## src/rtl/mux_arbiter2_pkg.sv

```systemverilog
// mux_arbiter2_pkg: shared state encoding and source-select constants for mux_arbiter2
package mux_arbiter2_pkg;
   localparam logic [1:0] ST_IDLE    = 2'd0;
   localparam logic [1:0] ST_GRANT_A = 2'd1;
   localparam logic [1:0] ST_GRANT_B = 2'd2;
   localparam logic SRC_A = 1'b1;
   localparam logic SRC_B = 1'b0;
   typedef enum logic [1:0] {
      IDLE    = ST_IDLE,
      GRANT_A = ST_GRANT_A,
      GRANT_B = ST_GRANT_B
   } state_t;
endpackage

```

## src/rtl/mux_arbiter2_out_slot.sv

```systemverilog
// mux_arbiter2_out_slot: single-entry valid/ready output register
//  clock, reset_n          clock and synchronous active-low reset
//  fill, fill_data         load a word at the next edge
//  out_valid, out_data     held word, valid until consumed
//  out_ready               downstream consumes when out_valid && out_ready
//  slot_free               a fill this cycle will not overwrite an unconsumed word
module mux_arbiter2_out_slot
   import mux_arbiter2_pkg::*;
#(
   parameter int WIDTH = 8
) (
   input  logic             clock,
   input  logic             reset_n,
   input  logic             fill,
   input  logic [WIDTH-1:0] fill_data,
   input  logic             out_ready,
   output logic             slot_free,
   output logic             out_valid,
   output logic [WIDTH-1:0] out_data
);
   logic             valid_q, valid_d;
   logic [WIDTH-1:0] data_q, data_d;
   always_comb begin
      slot_free = !valid_q || out_ready;
      valid_d   = fill || (valid_q && !out_ready);
      data_d    = fill ? fill_data : data_q;
   end
   always_ff @(posedge clock) begin
      if (!reset_n) begin
         valid_q <= 1'b0;
         data_q  <= '0;
      end else begin
         valid_q <= valid_d;
         data_q  <= data_d;
      end
   end
   assign out_valid = valid_q;
   assign out_data  = data_q;
endmodule

```

## src/rtl/mux_arbiter2.sv

```systemverilog
// mux_arbiter2: burst-limited round-robin arbiter feeding a single-entry output slot
//  clock, reset_n                clock and synchronous active-low reset
//  req_a/data_a/ack_a            source A handshake (ack combinational)
//  req_b/data_b/ack_b            source B handshake (ack combinational)
//  control                       registered select, 1 = A granted
//  out_data/out_valid/out_ready  registered output word with valid/ready handshake
module mux_arbiter2
   import mux_arbiter2_pkg::*;
#(
   parameter int WIDTH     = 8,
   parameter int MAX_BURST = 4
) (
   input  logic             clock,
   input  logic             reset_n,
   input  logic             req_a,
   input  logic [WIDTH-1:0] data_a,
   output logic             ack_a,
   input  logic             req_b,
   input  logic [WIDTH-1:0] data_b,
   output logic             ack_b,
   output logic             control,
   output logic [WIDTH-1:0] out_data,
   output logic             out_valid,
   input  logic             out_ready
);
   localparam int CW = $clog2(MAX_BURST + 1);
   state_t          state_q, state_d;
   logic [CW-1:0]   cnt_q, cnt_d, cnt_inc;
   logic            last_q, last_d;
   logic            control_q, control_d;
   logic            burst_done, slot_free, fill;
   logic [WIDTH-1:0] fill_data;
   always_comb begin
      // reset_n gate keeps a held grant from acking during the reset cycle
      ack_a      = reset_n && state_q == GRANT_A && req_a && slot_free;
      ack_b      = reset_n && state_q == GRANT_B && req_b && slot_free;
      fill       = ack_a || ack_b;
      fill_data  = ack_a ? data_a : data_b;
      cnt_inc    = cnt_q + CW'(1);
      burst_done = cnt_inc == CW'(MAX_BURST);
      state_d    = state_q;
      cnt_d      = cnt_q;
      last_d     = last_q;
      case (state_q)
         IDLE: state_d = (req_a && req_b) ? (last_q == SRC_A ? GRANT_B : GRANT_A) :
                         req_a ? GRANT_A : req_b ? GRANT_B : IDLE;
         GRANT_A: begin
            if (!req_a) begin
               state_d = req_b ? GRANT_B : IDLE;
               cnt_d   = '0;
            end else if (ack_a) begin
               last_d  = SRC_A;
               cnt_d   = burst_done ? '0 : cnt_inc;
               state_d = (burst_done && req_b) ? GRANT_B : GRANT_A;
            end
         end
         GRANT_B: begin
            if (!req_b) begin
               state_d = req_a ? GRANT_A : IDLE;
               cnt_d   = '0;
            end else if (ack_b) begin
               last_d  = SRC_B;
               cnt_d   = burst_done ? '0 : cnt_inc;
               state_d = (burst_done && req_a) ? GRANT_A : GRANT_B;
            end
         end
         default: state_d = IDLE;
      endcase
      control_d = state_d == GRANT_A;
   end
   always_ff @(posedge clock) begin
      if (!reset_n) begin
         state_q   <= IDLE;
         cnt_q     <= '0;
         last_q    <= SRC_B;
         control_q <= 1'b0;
      end else begin
         state_q   <= state_d;
         cnt_q     <= cnt_d;
         last_q    <= last_d;
         control_q <= control_d;
      end
   end
   assign control = control_q;
   mux_arbiter2_out_slot #(.WIDTH(WIDTH)) u_slot (
      .clock     (clock),
      .reset_n   (reset_n),
      .fill      (fill),
      .fill_data (fill_data),
      .out_ready (out_ready),
      .slot_free (slot_free),
      .out_valid (out_valid),
      .out_data  (out_data)
   );
endmodule

```

## config.mk

```make
export PLATFORM = sky130hd
export DESIGN_NAME = mux_arbiter2
export DESIGN_NICKNAME = d
export VERILOG_FILES = /design/src/rtl/mux_arbiter2_pkg.sv /design/src/rtl/mux_arbiter2_out_slot.sv /design/src/rtl/mux_arbiter2.sv
export SDC_FILE = /design/constraint.sdc
export NUM_CORES = 1
export LEC_CHECK = 0
export ABC_CLOCK_PERIOD_IN_PS = 2170
export CORE_UTILIZATION = 40
export DETAILED_ROUTE_END_ITERATION = 10
export HOLD_SLACK_MARGIN = 0.03
export PLACE_DENSITY = 0.69
export SKIP_CTS_REPAIR_TIMING = 1
export SLEW_MARGIN = 20
export SYNTH_ARGS = -nofsm -noshare
export SYNTH_HDL_FRONTEND = slang
export SYNTH_SLANG_ARGS = --single-unit
```

## constraint.sdc

```tcl
create_clock -name clock -period 2.17 [get_ports clock]
set_input_delay 0.651 -clock clock [delete_from_list [all_inputs] [get_ports clock]]
set_output_delay 0.651 -clock clock [all_outputs]
set_load 0.02 [all_outputs]
```

# ---- Word-level counts from Yosys, hierarchy flattened
# Cells that the tools add are included.
dict set report word_totals {
  mem_count 0
  mem_bits_ro 0
  output_inout_bits 12
  word_cells 60
  ramBits 0
  ff_bits 16
  input_bits 21
  latchBits 0
}
dict set report classes {
  order_cmp 0
  n_div 0
  n_shift 0
  n_addsub 1
  n_eq_ne 10
  mul 0
  muxes 24
  bitwise_logic 0
  reduce_logical 19
}
# operator n
set op_table {}
lappend op_table {{2-to-1 mux 2 bit} 10}
lappend op_table {{2-to-1 mux 3 bit} 5}
lappend op_table {{logical AND 1 bit} 10}
lappend op_table {{2-to-1 mux 8 bit} 1}
lappend op_table {{inequality test 2 bit, second input constant} 4}
lappend op_table {{inequality test 3 bit, second input constant} 2}
lappend op_table {{case mux 2 bit (3 select lines)} 1}
lappend op_table {{case mux 3 bit (2 select lines)} 1}
lappend op_table {{2-to-1 mux 1 bit} 5}
lappend op_table {{AND reduction 5 bit} 1}
lappend op_table {{== test 2 x 1 -> 1 bit, second input constant} 2}
lappend op_table {{adder 3 x 1 -> 3 bit, second input constant} 1}
lappend op_table {{== test 3 bit, second input constant} 1}
lappend op_table {{logical OR 1 bit} 3}
lappend op_table {{AND reduction 3 bit} 1}
lappend op_table {{== test 2 bit, second input constant} 1}
lappend op_table {{zero test 1 bit} 2}
lappend op_table {{zero test 2 bit} 1}
lappend op_table {{case mux 1 bit (2 select lines)} 1}
lappend op_table {{nonzero test 2 bit} 1}

# ---- Longest topological paths before layout
# Gate-level depths: netlist of run 1.
dict set report depth {
  word_depth 8
  ltp_mapped 7
  depth_no_buf 6
}

# ---- Cells and area by module
# Synthesis of run 1 repeated with hierarchy kept, for this count alone.
dict set report unflattened {
  cells_unflattened 116
  area_unflattened_um2 952.2
}
# module seq_area_each_um2 area_per_inst_um2 cells_each instances
set by_module_without_submodules {}
lappend by_module_without_submodules {mux_arbiter2 140.1 613.1 87 1}
lappend by_module_without_submodules {mux_arbiter2_out_slot 180.2 339.1 29 1}

# ---- Least setup slack after synthesis of run 1
# No wires, ideal clock.
dict set report synth_path {
  path_kind {input to output}
  start {in req_a}
  end {out ack_a}
  path_slack_ns 0.275
  required_ns 1.519
  arrival_ns 1.244
  stages 3
  cell_sequence {buf_2 -> nand2_2 -> nor2_1}
}
dict set report synth_via {
  elab_chain_len 2
}
# item line_no
set synth_rtl {}
lappend synth_rtl {{start, declared} mux_arbiter2.sv:15} ;# input logic req_a,
lappend synth_rtl {{logical AND 1 bit (2 in a row)} mux_arbiter2.sv:35} ;# ack_a = reset_n && state_q == GRANT_A && req_a && slot_free;
lappend synth_rtl {{end, declared} mux_arbiter2.sv:17} ;# output logic ack_a,
# Every way passes these cells.

# ---- Worst setup path after layout of run 1
dict set report layout_path {
  start {in reset_n}
  end {out ack_b}
}
dict set report layout_via {
  elab_chain_len 3
}
# item line_no
set layout_rtl {}
lappend layout_rtl {{start, declared} mux_arbiter2.sv:14} ;# input logic reset_n,
lappend layout_rtl {{logical AND 1 bit (3 in a row)} mux_arbiter2.sv:36} ;# ack_b = reset_n && state_q == GRANT_B && req_b && slot_free;
lappend layout_rtl {{end, declared} mux_arbiter2.sv:20} ;# output logic ack_b,
# Every way passes these cells.

==> impl_metrics.env, run 1 <==
export IMPL_grt_pass1_wl_um=3880
export IMPL_clk_latency_ps=300
export IMPL_die_x_um=50.7
export IMPL_dp_hpwl_um=1760
export IMPL_yosysWarnings=0
export IMPL_cp_max_fo=3
export IMPL_syn_avg_cell_area_um2=8.26
export IMPL_p_seq_share_pct=41.3
export IMPL_top_usage_layer="met2"
export IMPL_ys_seq_area_share_pct=33.7
export IMPL_pwr_share_comb_pct=32.1
export IMPL_grt_start_max_net_pins=17
export IMPL_clkPwrFrac_pct=26.6
export IMPL_via_per_inst=5.36
export IMPL_wl_per_cell_um=13.3
export IMPL_antenna_found_initial=0
export IMPL_drive_gt1_share_pct=20.6
export IMPL_drv_cap=0
export IMPL_use_met2_pct=33.3
export IMPL_p_sw_uw=249
export IMPL_cts_htree_levels=1
export IMPL_skew_ps=7.99
export IMPL_grtUsageMet3_pct=3.03
export IMPL_crit_path_start_kind="primary input"
export IMPL_worst_pin_slew_ps=405
export IMPL_first_global_vias=887
export IMPL_use_met1_pct=25.4
export IMPL_critPathArrivalTime_ps=1520
export IMPL_ir_drop_mv=0.314
export IMPL_dieArea_um2=2570
export IMPL_p_per_area_nw_per_um2=541
export IMPL_clock_path_buffers=2
export IMPL_clock_sinks=16
export IMPL_fin_crit_ps=2170
export IMPL_synth_nets=143
export IMPL_async_flop_share_pct=0
export IMPL_dr_pass1_iters=4
export IMPL_setup_viol=0
export IMPL_netlist_instances=115
export IMPL_area_delta_synth_final_pct=55.1
export IMPL_num_io_pins=33
export IMPL_crit_type="primary input to primary output"
export IMPL_layout_nets=189
export IMPL_tritoncts="done"
export IMPL_drv_slew=0
export IMPL_fmax_mhz=461
export IMPL_cp_required_ps=1520
export IMPL_place_gp_congestion=0.883
export IMPL_slew_headroom_pct=72.9
export IMPL_start_util_pct=42.5
export IMPL_cts_root_buf="clkbuf_4"
export IMPL_synth_seq_cells=16
export IMPL_first_iter_violations=23
export IMPL_fin_cells=188
export IMPL_synth_cell_types=32
export IMPL_grt_util_all_layers_pct=20.1
export IMPL_drt_wl_total_um=2500
export IMPL_hold_viol_final=0
export IMPL_coreArea_um2=2230
export IMPL_final_cell_mix="clkdlybuf4s50_1, dfxtp_1, nand2_1, buf_4, nor2_1"
export IMPL_port_buffers=32
export IMPL_drc=0
export IMPL_ys_flop_type="dfxtp_1"
export IMPL_postRouteAntennaNets=0
export IMPL_grt_overflow=0
export IMPL_end_kind="primary output"
export IMPL_status="complete, no violations"
export IMPL_power_internal_uw=548
export IMPL_floorplan_rows=17
export IMPL_synth_edf_count=0
export IMPL_die_y_um=50.7
export IMPL_num_vias=1008
export IMPL_fin_crit_sh_pct=100
export IMPL_final_common_cell="clkdlybuf4s50_1"
export IMPL_power_uw=797
export IMPL_p_sw_share_pct=31.3
export IMPL_hold_class="flip-flop to flip-flop"
export IMPL_numCtsBuffers=3
export IMPL_dp_cells=183
export IMPL_netlist_area_um2=950
export IMPL_leakagePower_nw=0.591
export IMPL_diodes=0
export IMPL_path_clk_slew_ps=110
export IMPL_timing_hold_ws_ps=489
==> cell usage after synthesis, types with 2 or more instances <==
cell / count / share of area [%]
dfxtp_1: 16 / 34
inv_1: 6 / 2.4
a311oi_2: 2 / 3.2
a211oi_1: 2 / 1.6
nand2b_1: 3 / 2.0
a311oi_1: 6 / 5.5
nor2_1: 13 / 5.1
buf_2: 3 / 1.6
o21ai_0: 4 / 2.1
ha_1: 7 / 9.2
nand2_1: 16 / 6.3
a21oi_1: 9 / 4.7
nand3_1: 9 / 4.7
==> per-layer routing <==
metal  up-vias  share of wire (%)
met4         0                1.0
met5         -                  0
li1        497                  -
met2        39                 51
met3         4                4.9
met1       468                 43
==> logic make-up after synthesis <==
| logic type | count (synthesis) | share of synthesized area (%) |
|---|---|---|
| AND/OR/NAND/NOR | 48 | 25.0 |
| AO/OA/AOI/OAI | 30 | 24.5 |
| flip-flops | 16 | 33.7 |
| buffers and inverters | 13 | 6.45 |
| adder cells (fa/ha/maj) | 7 | 9.22 |
| multiplexers | 1 | 1.05 |
==> layout make-up <==
type | instances | area (um2)
repair buffers | 47 | 453
fillers | 195 | 761
flip-flops and latches | 16 | 320
inverters | 7 | 26.3
clock buffers | 4 | 36.3
multi-input cells | 86 | 602
well taps | 28 | 35.0
==> registers in the layout (all words and copies together), names as in the netlist <==
name,cells
control,1
state_q,2
last_q,1
u_slot.out_valid,1
u_slot.out_data,8
cnt_q,3
==> worst paths after layout <==
path,startpoint,endpoint,slack [ps],cells after the start
max,reset_n,ack_b,0.8,4
min,cnt_q[1],cnt_q[1],490,2
max reg2reg,state_q[1],control,350,7
min reg2reg,cnt_q[1],cnt_q[1],490,2
==> per-stage QoR <==
step	setup TNS [ps]	cell area (um2)	utilization [%]	setup slack, ps
floorplan	0	950	-	275
global placement	-1970	1390	62.1	-533
detailed placement	-2180	1390	62.1	-527
CTS	-1070	1420	63.8	-545
global route	-49.3	1470	65.9	-27.1
finish	0	1470	65.9	0.850
==> power by group through the flow <==
| stage | Combinational, mW | Sequential, mW | Clock, mW |
|---|---|---|---|
| global route | 0.277 | 0.331 | 0.225 |
| detailed placement | 0.245 | 0.335 | 0 |
| CTS | 0.245 | 0.328 | 0.217 |
| global placement | 0.240 | 0.334 | 0 |
| floorplan | 0.117 | 0.349 | 0 |
| finish | 0.256 | 0.329 | 0.212 |
==> critical path, stage by stage <==
cell and delay, ps:
clkdlybuf4s50_1 560, nand2_4 100, nor2_4 90, buf_6 120
Power figures use the tool's default switching activity.
==> run 2: changes to the inputs <==
--- a/config.mk
+++ b/config.mk
@@ -5,7 +5,7 @@
 export SDC_FILE = /design/constraint.sdc
 export NUM_CORES = 1
 export LEC_CHECK = 0
-export ABC_CLOCK_PERIOD_IN_PS = 2170
+export ABC_CLOCK_PERIOD_IN_PS = 2700
 export CORE_UTILIZATION = 40
 export DETAILED_ROUTE_END_ITERATION = 10
 export HOLD_SLACK_MARGIN = 0.03
==> constraint.sdc (replaced) <==
create_clock -name clock -period 2.7 [get_ports clock]
set_input_delay 0.81 -clock clock [delete_from_list [all_inputs] [get_ports clock]]
set_output_delay 0.81 -clock clock [all_outputs]
set_load 0.02 [all_outputs]
==> run 2 against run 1 <==
Clock skew shrank 7.2 ps. Worst setup slack improved by 81 ps. Flip-flop and latch count is the same. Core utilization decreased by 4.5 points. Cell count is 3.2% lower. Global-route usage rose by 0.52 points. Via count down 4.3%. First-iteration DRC count up 22%. Critical endpoint is now ack_a. Largest cell class unchanged.
==> impl_metrics.env, run 2 (synthesis results as in run 1) <==
export IMPL_fillers=216
export IMPL_worstHoldPathCells=2
export IMPL_hold_class="flip-flop to flip-flop"
export IMPL_drt_wl_total_um=2380
export IMPL_start_util_pct=42.5
export IMPL_wl_per_cell_um=13.1
export IMPL_grt_util_all_layers_pct=20.6
export IMPL_clock_path_buffers=2
export IMPL_layout_nets=183
export IMPL_first_iter_violations=28
export IMPL_reg2reg_depth=7
export IMPL_grt_pass1_wl_um=3930
export IMPL_worst_pin_slew_ps=591
export IMPL_ir_drop_mv=0.257
export IMPL_die_x_um=50.7
export IMPL_path_clk_slew_ps=100
export IMPL_via_per_inst=5.30
export IMPL_first_global_vias=932
export IMPL_floorplan_rows=17
export IMPL_port_buffers=32
export IMPL_die_y_um=50.7
export IMPL_grt_overflow=0
export IMPL_grt_start_max_net_pins=17
export IMPL_drive_gt1_share_pct=13.6
export IMPL_diodes=0
export IMPL_postRouteAntennaNets=0
export IMPL_rr_startpoint="state_q[1]"
export IMPL_use_met1_pct=24.7
export IMPL_status="complete, no violations"
export IMPL_num_io_pins=33
export IMPL_leakagePower_nw=0.549
export IMPL_grtUsageMet3_pct=2.73
export IMPL_timing_hold_ws_ps=492
export IMPL_final_common_cell="clkdlybuf4s50_1"
export IMPL_power_uw=619
export IMPL_hold_start="cnt_q[1]"
export IMPL_tritoncts="done"
export IMPL_dp_hpwl_um=1780
export IMPL_largest_reg_flops=8
export IMPL_area_delta_synth_final_pct=44.4
export IMPL_cp_required_ps=1890
export IMPL_numCtsBuffers=3
export IMPL_slew_headroom_pct=60.5
export IMPL_setup_viol=0
export IMPL_fin_crit_sh_pct=97.0
export IMPL_num_vias=965
export IMPL_crit_path_start_kind="primary input"
export IMPL_antenna_found_initial=0
export IMPL_clk_latency_ps=300
export IMPL_critPathArrivalTime_ps=1810
export IMPL_drv_cap=0
export IMPL_use_met2_pct=35.8
export IMPL_ff2ff_setup_slack_ps=680
export IMPL_place_gp_congestion=0.915
export IMPL_clock_sinks=16
export IMPL_r2r_end="control"
export IMPL_holdPathEnd="cnt_q[1]"
export IMPL_crit_type="primary input to primary output"
export IMPL_drc=0
export IMPL_end_kind="primary output"
export IMPL_dieArea_um2=2570
export IMPL_cp_max_fo=3
export IMPL_skew_ps=0.809
export IMPL_coreArea_um2=2230
export IMPL_fmax_mhz=382
export IMPL_cts_root_buf="clkbuf_4"
export IMPL_rsz0062_at_grt="false"
export IMPL_hold_viol_final=0
export IMPL_dr_pass1_iters=4
export IMPL_fin_crit_ps=2620
export IMPL_cts_htree_levels=1
export IMPL_top_usage_layer="met2"
export IMPL_drv_slew=0
export IMPL_final_cell_mix="clkdlybuf4s50_1, nand2_1, dfxtp_1, nor2_1"
export IMPL_p_per_area_nw_per_um2=451
run 2: final cells by class:
type	count	area (um2)	share of cell area, %
multi-input cells	86	568	41.4
repair buffers	41	385	28.1
flip-flops and latches	16	320	23.4
clock buffers	4	36.3	2.65
well taps	28	35.0	2.55
inverters	7	26.3	1.92
run 2: worst max-delay path by stage:
stage                         start    end  depth (start not counted)  slack (ps)
after CTS                 out_ready  ack_a                          5        -320
after floorplan               req_a  ack_a                          3         490
after global routing      out_ready  ack_a                          5         0.2
final                     out_ready  ack_a                          5          80
after detailed placement  out_ready  ack_a                          5        -310
after global placement    out_ready  ack_b                          5        -320
run 2: where the power goes:
part | total [mW] | switching (mW) | internal [mW]
Sequential | 0.264 | 0.0106 | 0.253
Clock | 0.168 | 0.0853 | 0.0823
Combinational | 0.187 | 0.0942 | 0.0928
Total | 0.619 | 0.190 | 0.429
run 2: worst max-delay path, stage by stage:
cell,delay (ps)
clkdlybuf4s50_1,460
nand2b_1,120
nand2_1,90
nor2_1,100
dlymetal6s2s_1,220
run 2: through the flow:
step                setup TNS (ps)  worst slack, ps  cells  cell area (um2)  utilization (%)
global route                     0            0.167    182             1370             61.4
floorplan                        0              487    115              950                -
detailed placement            -610             -306    178             1340             59.9
CTS                           -640             -320    182             1370             61.5
global placement              -639             -323    178             1340             59.9
finish                           0             82.3    182             1370             61.4
run 2: per-layer routing:
metal  wire (um)  vias up
li1            -      490
met1        1070      449
met2        1200       21
met3          65        5
met4          43        0
met5           0        -
==> run 3: changes to the inputs <==
--- a/config.mk
+++ b/config.mk
@@ -6,10 +6,10 @@
 export NUM_CORES = 1
 export LEC_CHECK = 0
 export ABC_CLOCK_PERIOD_IN_PS = 2700
-export CORE_UTILIZATION = 40
+export CORE_UTILIZATION = 47
 export DETAILED_ROUTE_END_ITERATION = 10
 export HOLD_SLACK_MARGIN = 0.03
-export PLACE_DENSITY = 0.69
+export PLACE_DENSITY = 0.83
 export SKIP_CTS_REPAIR_TIMING = 1
 export SLEW_MARGIN = 20
 export SYNTH_ARGS = -nofsm -noshare
==> constraint.sdc (replaced) <==
create_clock -name clock -period 2.7 [get_ports clock]
set_input_delay 0.81 -clock clock [delete_from_list [all_inputs] [get_ports clock]]
set_output_delay 0.81 -clock clock [all_outputs]
set_load 0.01 [all_outputs]
==> run 3 against run 2 <==
Worst hold slack better by 6.9 ps. Via count is 1.3% higher. Sequential share of layout area is 0.064 points higher. Clock skew is 11 ps higher. Routed wire length hardly changed.
==> impl_metrics.env, run 3 (synthesis results as in run 1) <==
export IMPL_cts_htree_levels=1
export IMPL_port_buffers=32
export IMPL_place_gp_congestion=0.864
export IMPL_cp_depth=5
export IMPL_path_buf_inv=2
export IMPL_die_x_um=47.0
export IMPL_drive_gt1_share_pct=12.4
export IMPL_clock_path_buffers=2
export IMPL_fin_cells=178
export IMPL_multi_input_area_um2=568
export IMPL_skew_ps=12.1
export IMPL_clock_sinks=16
export IMPL_leakagePower_nw=0.561
export IMPL_critPathSlowestCell="clkdlybuf4s50_1"
export IMPL_cts_root_buf="clkbuf_4"
export IMPL_coreArea_um2=1800
export IMPL_hold_class="flip-flop to flip-flop"
export IMPL_final_cell_mix="clkdlybuf4s50_1, nand2_1, dfxtp_1, nor2_1"
export IMPL_fin_crit_ps=2590
export IMPL_tritoncts="done"
export IMPL_antenna_found_initial=0
export IMPL_cp_slowest_stage_delay_ps=460
export IMPL_crit_type="primary input to primary output"
export IMPL_path_clk_slew_ps=90
export IMPL_layout_nets=182
export IMPL_power_uw=605
export IMPL_via_per_inst=5.49
export IMPL_cp_max_fo=3
export IMPL_first_iter_violations=24
export IMPL_critPathArrivalTime_ps=1780
export IMPL_end_kind="primary output"
export IMPL_numCtsBuffers=3
export IMPL_path_delay_family="buffers and inverters"
export IMPL_num_vias=978
export IMPL_fin_crit_sh_pct=96.0
export IMPL_hold_viol_final=0
export IMPL_drv_slew=0
export IMPL_wl_per_cell_um=13.4
export IMPL_floorplan_rows=15
export IMPL_drc=0
export IMPL_worstHoldPathCells=2
export IMPL_first_global_vias=876
export IMPL_drt_wl_total_um=2380
export IMPL_dr_wl_met2_um=1270
export IMPL_p_per_area_nw_per_um2=442
export IMPL_drv_cap=0
export IMPL_postRouteAntennaNets=0
export IMPL_clk_latency_ps=290
export IMPL_area_delta_synth_final_pct=44.0
export IMPL_fmax_mhz=386
export IMPL_ir_drop_mv=0.285
export IMPL_dr_pass1_iters=4
export IMPL_crit_path_start_kind="primary input"
export IMPL_slew_headroom_pct=69.6
export IMPL_grt_util_all_layers_pct=23.9
export IMPL_grt_overflow=0
export IMPL_worst_pin_slew_ps=455
export IMPL_largest_reg_flops=8
export IMPL_setup_viol=0
export IMPL_diodes=0
export IMPL_reg2reg_depth=7
export IMPL_start_util_pct=52.7
export IMPL_fillers=142
export IMPL_final_common_cell="clkdlybuf4s50_1"
export IMPL_rsz0062_at_grt="false"
export IMPL_die_y_um=47.0
export IMPL_cp_required_ps=1890
export IMPL_status="complete, no violations"
export IMPL_grt_pass1_wl_um=3640
export IMPL_grt_start_max_net_pins=17
export IMPL_dp_cells=174
export IMPL_wl_met3_um=125
export IMPL_path_cells="clkdlybuf4s50_1 -> nand2b_1 -> nand2_1 -> nor2_1 -> dlymetal6s2s_1"
export IMPL_drt_met1_wl_um=966
export IMPL_num_io_pins=33
export IMPL_highest_layer="met4"
export IMPL_dieArea_um2=2200
export IMPL_seqCellArea_um2=320
export IMPL_dp_hpwl_um=1860
## run 3: per-layer routing
layer,vias to the layer above,GRT usage (%)
li1,492,-
met1,445,27.5
met2,37,42.8
met3,4,4.23
met4,0,11.4
met5,-,0
## run 3: layout make-up
type	count	area share, %
multi-input combinational	86	41.5
timing repair buffer	40	28.2
sequential	16	23.4
clock buffer	4	2.65
tap	25	2.29
inverter	7	1.92
## run 3: worst paths after layout
kind | startpoint | to | slack, ps
hold / removal | u_slot.out_data[3] | u_slot.out_data[3] | 500
setup / recovery | out_ready | ack_a | 110
setup reg to reg | state_q[1] | control | 820
hold reg to reg | u_slot.out_data[3] | u_slot.out_data[3] | 500
## run 3: where the power goes
group          switching (mW)  leakage, nW  internal (mW)
clock                  0.0818       0.0210         0.0821
sequential             0.0108        0.130          0.253
combinational          0.0850        0.409         0.0919
total                   0.178        0.561          0.427
## run 3: per-stage QoR
step                hold WS [ps]  cell area [um2]  setup slack [ps]  TNS [ps]  util (%)
CTS                          504             1360              -260      -514      75.6
detailed placement           489             1330              -241      -479      73.6
floorplan                    453              950               609         0         -
global route                 527             1370              31.7         0      75.9
global placement             466             1330              -255      -506      73.6
finish                       499             1370               109         0      75.9
## run 3: worst min-delay path: stages (launching register included)
cell and delay [ps]:
dfxtp_1 320, nor2_1 90, a311oi_1 50
